$ cat config.mk
export PLATFORM = sky130hd
export DESIGN_NAME = if_fetch_unit
export DESIGN_NICKNAME = d
export VERILOG_FILES = /design/src/rtl/if_fetch_unit_pkg.sv /design/src/rtl/if_fetch_unit.sv
export SDC_FILE = /design/constraint.sdc
export NUM_CORES = 1
export LEC_CHECK = 0
export ABC_AREA = 1
export BUFFER_PORTS_ARGS = -buffer_cell sky130_fd_sc_hd__buf_2
export CORE_ASPECT_RATIO = 1.4
export CORE_MARGIN = 8
export CORE_UTILIZATION = 51
export CTS_CLUSTER_SIZE = 25
export DETAILED_ROUTE_END_ITERATION = 10
export PLACE_DENSITY = 0.81
export RECOVER_POWER = 25
export SYNTH_ARGS = -nofsm -noshare
export SYNTH_HDL_FRONTEND = slang
export SYNTH_SLANG_ARGS = --single-unit
$ cat constraint.sdc
create_clock -name clk -period 1.78 [get_ports clk]
set_clock_uncertainty 0.05 [all_clocks]
set_input_delay 0.267 -clock clk [delete_from_list [all_inputs] [get_ports clk]]
set_output_delay 0.267 -clock clk [all_outputs]
set_load 0.03 [all_outputs]
$ cat src/rtl/if_fetch_unit_pkg.sv
// ----------------------------------------------------------------------------
// if_fetch_unit_pkg
// Shared definitions for the RV64 instruction-fetch stage: the fetch FSM
// state encoding, instruction width, PC step and default reset PC, plus
// small helpers for redirect-target alignment.
// ----------------------------------------------------------------------------
package if_fetch_unit_pkg;

    // Fetch FSM: REQ issues a request, WAIT has one request outstanding,
    // HOLD keeps a delivered instruction while the decode stage is stalled.
    typedef enum logic [1:0] {
        ST_REQ  = 2'd0,
        ST_WAIT = 2'd1,
        ST_HOLD = 2'd2
    } fetch_state_e;

    localparam int          INST_W       = 32;
    localparam logic [63:0] PC_STEP      = 64'd4;
    localparam logic [63:0] DEF_RESET_PC = 64'h0;

    // Instructions are word aligned: the low two address bits are dropped.
    function automatic logic [63:0] align_pc(input logic [63:0] target);
        return {target[63:2], 2'b00};
    endfunction

    // A redirect target is misaligned when either low address bit is set.
    function automatic logic is_misaligned(input logic [63:0] target);
        return |target[1:0];
    endfunction

endpackage

$ cat src/rtl/if_fetch_unit.sv
// ----------------------------------------------------------------------------
// if_fetch_unit
// Instruction-fetch stage of the RV64 pipeline. Owns the architectural PC,
// fetches one 32-bit instruction at a time over a valid/ready memory
// handshake and presents it to the IF/ID register. A MEM-stage redirect
// reloads the PC, squashes the presented instruction, marks any in-flight
// request stale and raises the flushes for the younger stages.
//
// Ports
//   clk, rst              clock; synchronous active-high reset
//   stall_i               IF/ID not accepting: hold the presented instruction
//   redirect_i            taken branch/jump from MEM stage
//   redirect_target_i     redirect target address
//   imem_req_valid_o      fetch request valid (decoded from state)
//   imem_req_ready_i      memory accepts the request
//   imem_addr_o           fetch address (the PC)
//   imem_resp_valid_i     instruction returned (single-cycle pulse)
//   imem_resp_data_i      returned instruction
//   if_valid_o            output slot holds an instruction (registered)
//   if_pc_o, if_inst_o    PC and instruction of the slot (registered)
//   flush_ifid_o/idex_o/exmem_o  squash the younger stages (combinational)
//   misalign_o            registered pulse: redirect target low bits nonzero
// ----------------------------------------------------------------------------
module if_fetch_unit
    import if_fetch_unit_pkg::*;
#(
    parameter logic [63:0] RESET_PC = DEF_RESET_PC,
    parameter int          XLEN     = 64
) (
    input  logic              clk,
    input  logic              rst,
    input  logic              stall_i,
    input  logic              redirect_i,
    input  logic [XLEN-1:0]   redirect_target_i,
    output logic              imem_req_valid_o,
    input  logic              imem_req_ready_i,
    output logic [XLEN-1:0]   imem_addr_o,
    input  logic              imem_resp_valid_i,
    input  logic [INST_W-1:0] imem_resp_data_i,
    output logic              if_valid_o,
    output logic [XLEN-1:0]   if_pc_o,
    output logic [INST_W-1:0] if_inst_o,
    output logic              flush_ifid_o,
    output logic              flush_idex_o,
    output logic              flush_exmem_o,
    output logic              misalign_o
);

    fetch_state_e      r_state;
    logic [XLEN-1:0]   r_pc;
    logic              r_drop;
    logic              r_if_valid;
    logic [XLEN-1:0]   r_if_pc;
    logic [INST_W-1:0] r_if_inst;
    logic              r_misalign;

    logic              w_req_valid;
    logic              w_flush;
    logic              w_keep_outstanding;

    // Request and flush decode; both are forced low while reset is held.
    always_comb begin
        w_req_valid = 1'b0;
        w_flush     = 1'b0;
        if (rst) begin
            w_req_valid = 1'b0;
            w_flush     = 1'b0;
        end else begin
            w_req_valid = (r_state == ST_REQ);
            w_flush     = redirect_i;
        end
    end

    // On a redirect, a request is still in flight when we are waiting without
    // a response this cycle, or a request is being accepted this cycle.
    always_comb begin
        w_keep_outstanding = 1'b0;
        if (r_state == ST_WAIT) begin
            w_keep_outstanding = !imem_resp_valid_i;
        end else if (r_state == ST_REQ) begin
            w_keep_outstanding = imem_req_ready_i;
        end else begin
            w_keep_outstanding = 1'b0;
        end
    end

    // Fetch FSM, PC, stale-request flag and the presented-instruction slot.
    always_ff @(posedge clk) begin
        if (rst) begin
            r_state    <= ST_REQ;
            r_pc       <= RESET_PC;
            r_drop     <= 1'b0;
            r_if_valid <= 1'b0;
            r_if_pc    <= '0;
            r_if_inst  <= '0;
            r_misalign <= 1'b0;
        end else if (redirect_i) begin
            // Redirect beats stall, responses and handshakes in every state.
            r_pc       <= align_pc(redirect_target_i);
            r_misalign <= is_misaligned(redirect_target_i);
            r_if_valid <= 1'b0;
            if (w_keep_outstanding) begin
                r_drop  <= 1'b1;
                r_state <= ST_WAIT;
            end else begin
                r_drop  <= 1'b0;
                r_state <= ST_REQ;
            end
        end else begin
            r_misalign <= 1'b0;
            // Consumption first; a load in the same cycle overrides it below.
            if (r_if_valid && !stall_i) begin
                r_if_valid <= 1'b0;
            end else begin
                r_if_valid <= r_if_valid;
            end
            case (r_state)
                ST_REQ: begin
                    if (imem_req_ready_i) begin
                        r_state <= ST_WAIT;
                    end else begin
                        r_state <= ST_REQ;
                    end
                end
                ST_WAIT: begin
                    if (imem_resp_valid_i && r_drop) begin
                        r_drop  <= 1'b0;
                        r_state <= ST_REQ;
                    end else if (imem_resp_valid_i) begin
                        r_if_valid <= 1'b1;
                        r_if_pc    <= r_pc;
                        r_if_inst  <= imem_resp_data_i;
                        r_pc       <= r_pc + PC_STEP;
                        r_state    <= stall_i ? ST_HOLD : ST_REQ;
                    end else begin
                        r_state <= ST_WAIT;
                    end
                end
                ST_HOLD: begin
                    if (!stall_i) begin
                        r_state <= ST_REQ;
                    end else begin
                        r_state <= ST_HOLD;
                    end
                end
                default: begin
                    r_state <= ST_REQ;
                end
            endcase
        end
    end

    assign imem_req_valid_o = w_req_valid;
    assign imem_addr_o      = r_pc;
    assign flush_ifid_o     = w_flush;
    assign flush_idex_o     = w_flush;
    assign flush_exmem_o    = w_flush;
    assign if_valid_o       = r_if_valid;
    assign if_pc_o          = r_if_pc;
    assign if_inst_o        = r_if_inst;
    assign misalign_o       = r_misalign;

endmodule

== After elaboration in Yosys (flattened, before gate mapping) ==
Index checks and enable logic that the tools add are counted.

* Flip-flop bits (word level): 165
* Word-level logic and storage cells: 52

* Add/subtract/negate cells: 1
* Eq/ne operators: 3
* Multiplexer cells: 23
* Bitwise gates (word level): 2
* Reductions and logical operators: 15

{| class="wikitable"
|+ Operators by type and width
! cell !! count
|-
| 64-bit 2-to-1 mux || 4
|-
| 64-bit by 3-bit adder with 64-bit output, second input constant || 1
|-
| 1-bit 2-to-1 mux || 14
|-
| 2-bit 2-to-1 mux || 4
|-
| 2-bit one-hot mux with 3 select lines || 1
|-
| 3-bit AND reduction || 2
|-
| 2-bit nonzero test || 3
|-
| 2-bit OR reduction || 3
|-
| 4-bit AND reduction || 1
|-
| 2-bit by 1-bit equality test with 1-bit output, second input constant || 1
|-
| 2-bit equality test, second input constant || 1
|-
| 1-bit logical AND || 2
|-
| 1-bit zero test || 2
|-
| 2-bit zero test || 1
|-
| 2-bit inequality test, second input constant || 1
|-
| 1-bit inverter || 2
|-
| 2-bit AND reduction || 1
|}

== Depth between registers and ports, before layout ==
Gate-level depths: netlist of the first run.

* Depth after elaboration: 6
* Mapped depth: 11
* Gate-level depth less buffers: 11

== Worst setup path after synthesis of the first run ==
Ideal clock, no wire load.

* Kind: register to register
* Start point: register r_pc[2] (netlist: imem_addr_o[2])
* End point: register r_pc[46] (netlist: imem_addr_o[46])
* Setup time: 132 ps
* Data arrival time: 1718 ps
* Data required time: 1598 ps
* Setup slack: -120 ps
* Cell stages (with the launch flop): 11
* Path buffers: 0
* Period minus slack after synthesis: 1900 ps
* Cell sequence: dfxtp_1 > ha_1 > nand3_1 > inv_1 > nand2_1 > nor2_1 > nand2_1 > o21ai_0 > o21ai_0 > nand2_1 > a21oi_1

* Longest elaborated chain between the ends: 5

{| class="wikitable"
|+ RTL lines
! what !! line !! text
|-
| start, declared || if_fetch_unit.sv:50 || <nowiki>logic [XLEN-1:0] r_pc;</nowiki>
|-
| start signal, assigned || if_fetch_unit.sv:99 || <nowiki>r_pc <= align_pc(redirect_target_i);</nowiki>
|-
| start signal, assigned || if_fetch_unit.sv:133 || <nowiki>r_pc <= r_pc + PC_STEP;</nowiki>
|-
| 64-bit by 3-bit adder with 64-bit output || if_fetch_unit.sv:133 ||
|-
| 64-bit 2-to-1 mux || if_fetch_unit.sv:129 || <nowiki>end else if (imem_resp_valid_i) begin</nowiki>
|-
| 64-bit 2-to-1 mux || if_fetch_unit.sv:126 || <nowiki>if (imem_resp_valid_i && r_drop) begin</nowiki>
|-
| 64-bit 2-to-1 mux || if_fetch_unit.sv:117 || <nowiki>case (r_state)</nowiki>
|-
| 64-bit 2-to-1 mux || if_fetch_unit.sv:97 || <nowiki>end else if (redirect_i) begin</nowiki>
|}

Every way passes these cells. The select of a mux whose other input is x is not followed.
A chain may end at the register's enable or synchronous reset.

== Worst setup path after layout of the first run ==
* Start point: register r_pc[2] (netlist: imem_addr_o[2])
* End point: register r_pc[27] (netlist: imem_addr_o[27])

The elaborated chain is that of the path after synthesis.

==> results of run 1 <==
how the worst max path moves through the flow:
stage	startpoint	endpoint
after detailed placement	imem_addr_o[3]	imem_addr_o[58]
final	imem_addr_o[2]	imem_addr_o[27]
after global routing	imem_addr_o[11]	imem_addr_o[63]
after floorplan	imem_addr_o[7]	imem_addr_o[59]
after global placement	imem_addr_o[28]	imem_addr_o[46]
after CTS	imem_addr_o[11]	imem_addr_o[58]
metal layers:
metal	vias up	share of wire	wire (um)	global-route usage
met4	0	0.056	1770	0.173
met3	125	0.076	2410	0.0608
met5	-	0	0	0
met2	513	0.50	15900	0.549
met1	4347	0.37	11700	0.341
li1	4489	-	-	-
cell type report:
| cell class | count | area (um2) |
|---|---|---|
| tap | 192 | 240 |
| clock inverter | 15 | 194 |
| clock buffer | 17 | 425 |
| multi-input combinational | 846 | 4220 |
| fill | 1341 | 4040 |
| timing repair buffer | 391 | 2290 |
| inverter | 88 | 335 |
| sequential | 161 | 3250 |
worst max-delay path: cells and delay by family, from the launching register on:
family / cells / cell delay, ps
compound gates: 1 / 240
buf+inv: 2 / 220
simple gates: 5 / 840
flops: 1 / 360
power by group through the flow:
| stage | clock network (mW) | logic, mW | registers [mW] |
|---|---|---|---|
| after floorplan | 0 | 0.484 | 4.30 |
| after global placement | 0 | 1.41 | 3.97 |
| after detailed placement | 0 | 1.42 | 3.98 |
| after CTS | 3.83 | 1.43 | 3.90 |
| after global routing | 4.01 | 1.54 | 3.93 |
| final | 3.83 | 1.44 | 3.91 |
timing repair:
item	CTS	global route
resized for setup	20	83
endpoints found under the hold margin	0	0
setup buffers	1	1
endpoints found under the setup margin	18	44
pin swaps	2	11
synthesized netlist by cell type (2+ instances only):
cell,instances
nor2_1,243
nand2_1,234
dfxtp_1,161
o21ai_0,107
inv_1,87
a21oi_1,66
nand3_1,59
clkbuf_1,41
a22oi_1,33
a31oi_1,16
buf_2,12
nand4_1,11
xor2_1,11
o211ai_1,9
o21bai_1,7
o22ai_1,7
buf_4,6
or2_0,5
xnor2_1,4
nor3_1,3
o211a_1,3
a22o_1,2
buf_1,2
nand2_2,2
nand3b_1,2
nor2_2,2
nor2_4,2
or2_2,2
registers in the layout, summed over array words and instances (netlist names):
register / cells
if_pc_o: 62
imem_addr_o: 62
if_inst_o: 32
r_state: 2
if_valid_o: 1
misalign_o: 1
r_drop: 1
cells by family after synthesis:
| family | count (synthesis) | share of synthesized area |
|---|---|---|
| other | 1 | 0.000482 |
| buffers and inverters | 150 | 0.0782 |
| adder cells (fa/ha/maj) | 1 | 0.00161 |
| flip-flops | 161 | 0.414 |
| AO/OA/AOI/OAI | 256 | 0.190 |
| XOR/XNOR | 15 | 0.0169 |
| AND/OR/NAND/NOR | 570 | 0.299 |
per-stage QoR:
step,cells,power [mW],area [um2],setup TNS (ps),setup WS (ps)
5_1_grt,1710,9.49,10900,-867,-105
6_report,1710,9.18,10900,-36.6,-36.6
3_3_place_gp,1676,5.38,10100,-327,-105
2_1_floorplan,1157,4.79,7800,0,15.5
3_5_place_dp,1676,5.40,10100,-648,-97.4
4_1_cts,1709,9.16,10800,0,1.39
==> run metrics, run 1 <==
post-DP HPWL=24.0 mm; share of cells above drive strength 1=0.296; H-tree Lvls=4; PnR worst setup slack=-36.6 ps; Max Freq=550 MHz; switching part of the total=0.314; gr usage total=0.311; slew margin rel.=0.572; initial core utilization=0.519; commonest non-fill, non-tap cell in the layout=nand2_1; Post-synth EDFFs=0; Hold Path Origin=redirect_target_i[0]; Final Critical Period=between 1500 and 2000 ps; Finished Core Util=0.731; Area growth syn-to-layout=40.7%; pin count of the biggest net entering global routing=64; Req. time, crit path=just over 2000 ps; kind of critical path=reg -> reg; # setup viols final=1; crit path max-delay cell type=dfxtp_2; via count=9,474; async set-reset flop share out of synthesis=0; Max stage delay on crit path=360 ps; clock buffer depth=2; max-cap viol count=0; endpoint class of the critical path=register; chip width=120 um; CP Data Arrival Time=2090 ps; clock transition at the registers of the reported paths=70 ps; total gr overflow=0; Post-Syn Area=7780 um2; standard-cell rows=53; DRC viols=0; ranking of synthesized cells by area=dfxtp_1 (41%), nor2_1 (12%), nand2_1 (11%), o21ai_0 (6.9%), a21oi_1 (4.2%); Worst R2R Start=imem_addr_o[2]; Setup crit start kind=register; initial antenna violation count=0; Synth area leader=dfxtp_1; Synth Area per Inst=6.74 um2; Ys Warns=0; # IOs=268; Die Y=162 um; total core area=roughly 15,000 um2; Worst R2R Setup Slack=-40 ps; Starting DRT DRC Count=936; RSZ-0062 raised after global routing=true; Hold Slack=9.85 ps; Yosys reg bits=161; leakage=~4.8 nW; violated checks=negative setup slack; Vias/cell=5.54; Yosys top cell area share=0.414; Worst Hold Depth=3; cts hold-fix bufs=0; drt total wl=approximately 32 mm; # diodes=0; commonest register cell after synthesis=dfxtp_1; Synth cell types=43; CTS sink cnt=roughly 160; TritonCTS clock tree=built; Clk Latency, worst-skew pair=430 ps; register area share after synthesis=0.414; clock power share=0.417; Gate power share=0.157; IO Port Bufs=263; vias in the first global route=9,234; wire per inst=roughly 19 um; Pins Over Slew Limit=0; global-route wire length before repair=48.4 mm; cell count after synthesis=approximately 1,200; Die ar.=19,500 um2; Critical R2R Capture=imem_addr_o[27]; post-route ant nets=0; worst vdd ir=around 0.65 mV; most frequent cells in the layout=nand2_1 (221), nor2_1 (207), buf_2 (191); Layout Nets=1,608; DRT Pass-1 Iters=6; hold endpoint=misalign_o; worst slew pin tran=641 ps; status=finished, violations left; switching power=2.88 mW; Seq pwr share=0.427; worst min-delay path class=in -> reg; Final period util=1.02; P_int=~6.3 mW; R2R depth=8; Placer Congestion=0.996; CTS root buffer=clkbuf_16; worst-path fanout max=4; final hold vios=0; CTS buffer count=17; PD cells=approximately 840 nW/um2; worst path cell trace=buf_4, inv_1, nor2_4, nand2_2, nor2_2, nand2_1, or2_0, a31oi_1
No activity file was read; power rests on OpenSTA's default activity.
==> inputs of run 2 (changes only) <==
--- a/config.mk
+++ b/config.mk
@@ -5,14 +5,14 @@
 export SDC_FILE = /design/constraint.sdc
 export NUM_CORES = 1
 export LEC_CHECK = 0
-export ABC_AREA = 1
 export BUFFER_PORTS_ARGS = -buffer_cell sky130_fd_sc_hd__buf_2
-export CORE_ASPECT_RATIO = 1.4
+export CORE_ASPECT_RATIO = 2
 export CORE_MARGIN = 8
-export CORE_UTILIZATION = 51
+export CORE_UTILIZATION = 49
 export CTS_CLUSTER_SIZE = 25
 export DETAILED_ROUTE_END_ITERATION = 10
-export PLACE_DENSITY = 0.81
+export HOLD_SLACK_MARGIN = 0.08
+export PLACE_DENSITY = 0.8
 export RECOVER_POWER = 25
 export SYNTH_ARGS = -nofsm -noshare
 export SYNTH_HDL_FRONTEND = slang
==> run metrics, run 2 <==
status=finished, violations left; violated checks=negative setup slack; Starting DRT DRC Count=1,172; Final Critical Period=around 2400 ps; final hold vios=0; ranking of synthesized cells by area=dfxtp_1 (45%), nand2_1 (13%), a21oi_1 (7.9%), xnor2_1 (4.2%), nor2_1 (3.6%); Gate power share=0.182; Max stage delay on crit path=approximately 420 ps; Layout Nets=around 1,500; Max Freq=roughly 420 MHz; worst slew pin tran=630 ps; endpoint class of the critical path=register; PD cells=between 700 and 800 nW/um2; DRT Pass-1 Iters=7; standard-cell rows=between 60 and 70; clock power share=0.404; Die ar.=18,900 um2; IO Port Bufs=263; slew margin rel.=0.578; wire per inst=25.8 um; RSZ-0062 raised after global routing=true; global-route wire length before repair=49.9 mm; XOR/XNOR Fraction of Synth Area=0.0653; clock transition at the registers of the reported paths=70 ps; commonest non-fill, non-tap cell in the layout=nand2_1; chip width=just over 100 um; initial core utilization=0.498; # IOs=approximately 270; post-synthesis mux area share=0.0113; CTS root buffer=clkbuf_16; async set-reset flop share out of synthesis=0; Yosys top cell area share=0.453; leakage=roughly 5.4 nW; clock buffer depth=2; Pins Over Slew Limit=0; count leader, synth=nand2_1; worst min-delay path class=in -> reg; cell count after synthesis=approximately 900; CTS sink cnt=between 150 and 200; total power=9.27 mW; worst path cell trace=and4bb_2, nand4_1, buf_4, nor2_1, nand3_2, xor2_1, o21ai_1; worst vdd ir=0.773 mV; Die Y=186 um; via count=10,100; Ys Warns=0; Synth cell types=52; Vias/cell=6.31; post-route ant nets=0; H-tree Lvls=4; worst-path fanout max=4; Setup crit start kind=register; commonest register cell after synthesis=dfxtp_1; P_int=6.47 mW; Placer Congestion=0.956; CTS buffer count=17; Area growth syn-to-layout=73.4%; Crit path buffers/inverters=1; DRC viols=0; most frequent cells in the layout=nand2_1 (235), buf_2 (200), buf_4 (144); CP delay by family, top=simple AND/OR/NAND/NOR gates; Synth area leader=dfxtp_1; Post-Syn Area=7110 um2; kind of critical path=reg -> reg; max-cap viol count=0; total gr overflow=0; drt total wl=41.1 mm; Synth Area in Compound Gates=0.130; total core area=roughly 14,000 um2; post-synthesis simple-gate area fraction=0.297; largest family of logic cells by synthesized area=simple AND/OR/NAND/NOR gates; Seq pwr share=0.414; pin count of the biggest net entering global routing=63; Post-synth EDFFs=0; gr usage total=0.336; switching power=between 2 and 3 mW; TritonCTS clock tree=built; initial antenna violation count=3; PnR worst setup slack=-612 ps; # setup viols final=153; crit path max-delay cell type=o21ai_1; Clk Latency, worst-skew pair=about 450 ps; Finished Core Util=0.864; Final period util=1.34; register area share after synthesis=0.453; switching part of the total=0.302; Synth Area per Inst=7.89 um2; Yosys reg bits=161; top cells by count, synth=nand2_1 (241), dfxtp_1 (161), a21oi_1 (112); post-DP HPWL=20.0 mm; adder-cell share of the synthesized area=0.00176; CP Data Arrival Time=2620 ps; share of cells above drive strength 1=0.427; vias in the first global route=9,366; Req. time, crit path=2010 ps
==> run 2: routing by layer <==
layer | up-vias | track usage | part of all wire
met5 | - | 0 | 0.0016
met4 | 4 | 0.232 | 0.11
met3 | 419 | 0.0787 | 0.12
met2 | 983 | 0.588 | 0.47
met1 | 4617 | 0.337 | 0.30
li1 | 4044 | - | -
==> run 2: final timing paths <==
check | slack (ps) | cells past startpoint | endpoint | start
setup / recovery | -610 | 7 | imem_addr_o[50] | r_state[1]
hold reg to reg | 410 | 2 | if_inst_o[26] | if_inst_o[26]
hold / removal | 80 | 3 | imem_addr_o[62] | redirect_target_i[62]
setup reg to reg | -610 | 7 | imem_addr_o[50] | r_state[1]
==> run 2: through the flow <==
step,TNS (ps),cell area (um2),hold WS (ps),setup slack (ps),cells
after CTS,-9210,11700,80.1,-332,1568
after global placement,-8690,9930,388,-364,1438
after global routing,-37620,12300,54.4,-630,1596
final,-35800,12300,76.6,-612,1596
after floorplan,-6820,7510,325,-335,904
after detailed placement,-10410,9930,393,-458,1438
==> run 2: cells by family (layout without fill, tap and decap cells) <==
| group | count (synthesis) | after routing |
|---|---|---|
| fa+ha+maj | 1 | 1 |
| flops | 161 | 161 |
| xor+xnor | 53 | 53 |
| other cells | 1 | 6 |
| buf+inv | 68 | 565 |
| simple gates | 447 | 448 |
| compound gates | 162 | 162 |
| mux | 8 | 8 |
==> run 2: cell type report <==
type	count	area, um2
multi-input combinational	676	4350
timing repair buffer	530	3750
sequential	161	3380
fill	667	1950
clock buffer	20	468
tap	192	240
clock inverter	12	121
inverter	3	11.3
antenna	2	5.00
==> run 2: worst register-to-register path, delay by kind of cell, from the launching register on <==
| family | cells | cell delay, ps |
|---|---|---|
| compound gates | 1 | 420 |
| simple gates | 4 | 1020 |
| xor+xnor | 1 | 200 |
| flops | 1 | 320 |
| buf+inv | 1 | 220 |
==> run 2: what timing repair did <==
action | in CTS | in global routing
endpoints found under the setup margin | 47 | 111
setup buffers | 25 | 17
hold buffers | 79 | 1
hold endpoints to repair | 79 | 1
cloned | 1 | 9
pin swaps | 55 | 48
resized for setup | 62 | 83
==> run 2: power groups by stage <==
stage / Sequential [mW] / Clock (mW) / Combinational (mW)
finish: 3.84 / 3.74 / 1.68
global route: 3.85 / 3.90 / 1.73
CTS: 3.82 / 3.69 / 1.45
detailed placement: 3.90 / 0 / 1.26
global placement: 3.89 / 0 / 1.24
floorplan: 4.19 / 0 / 0.393
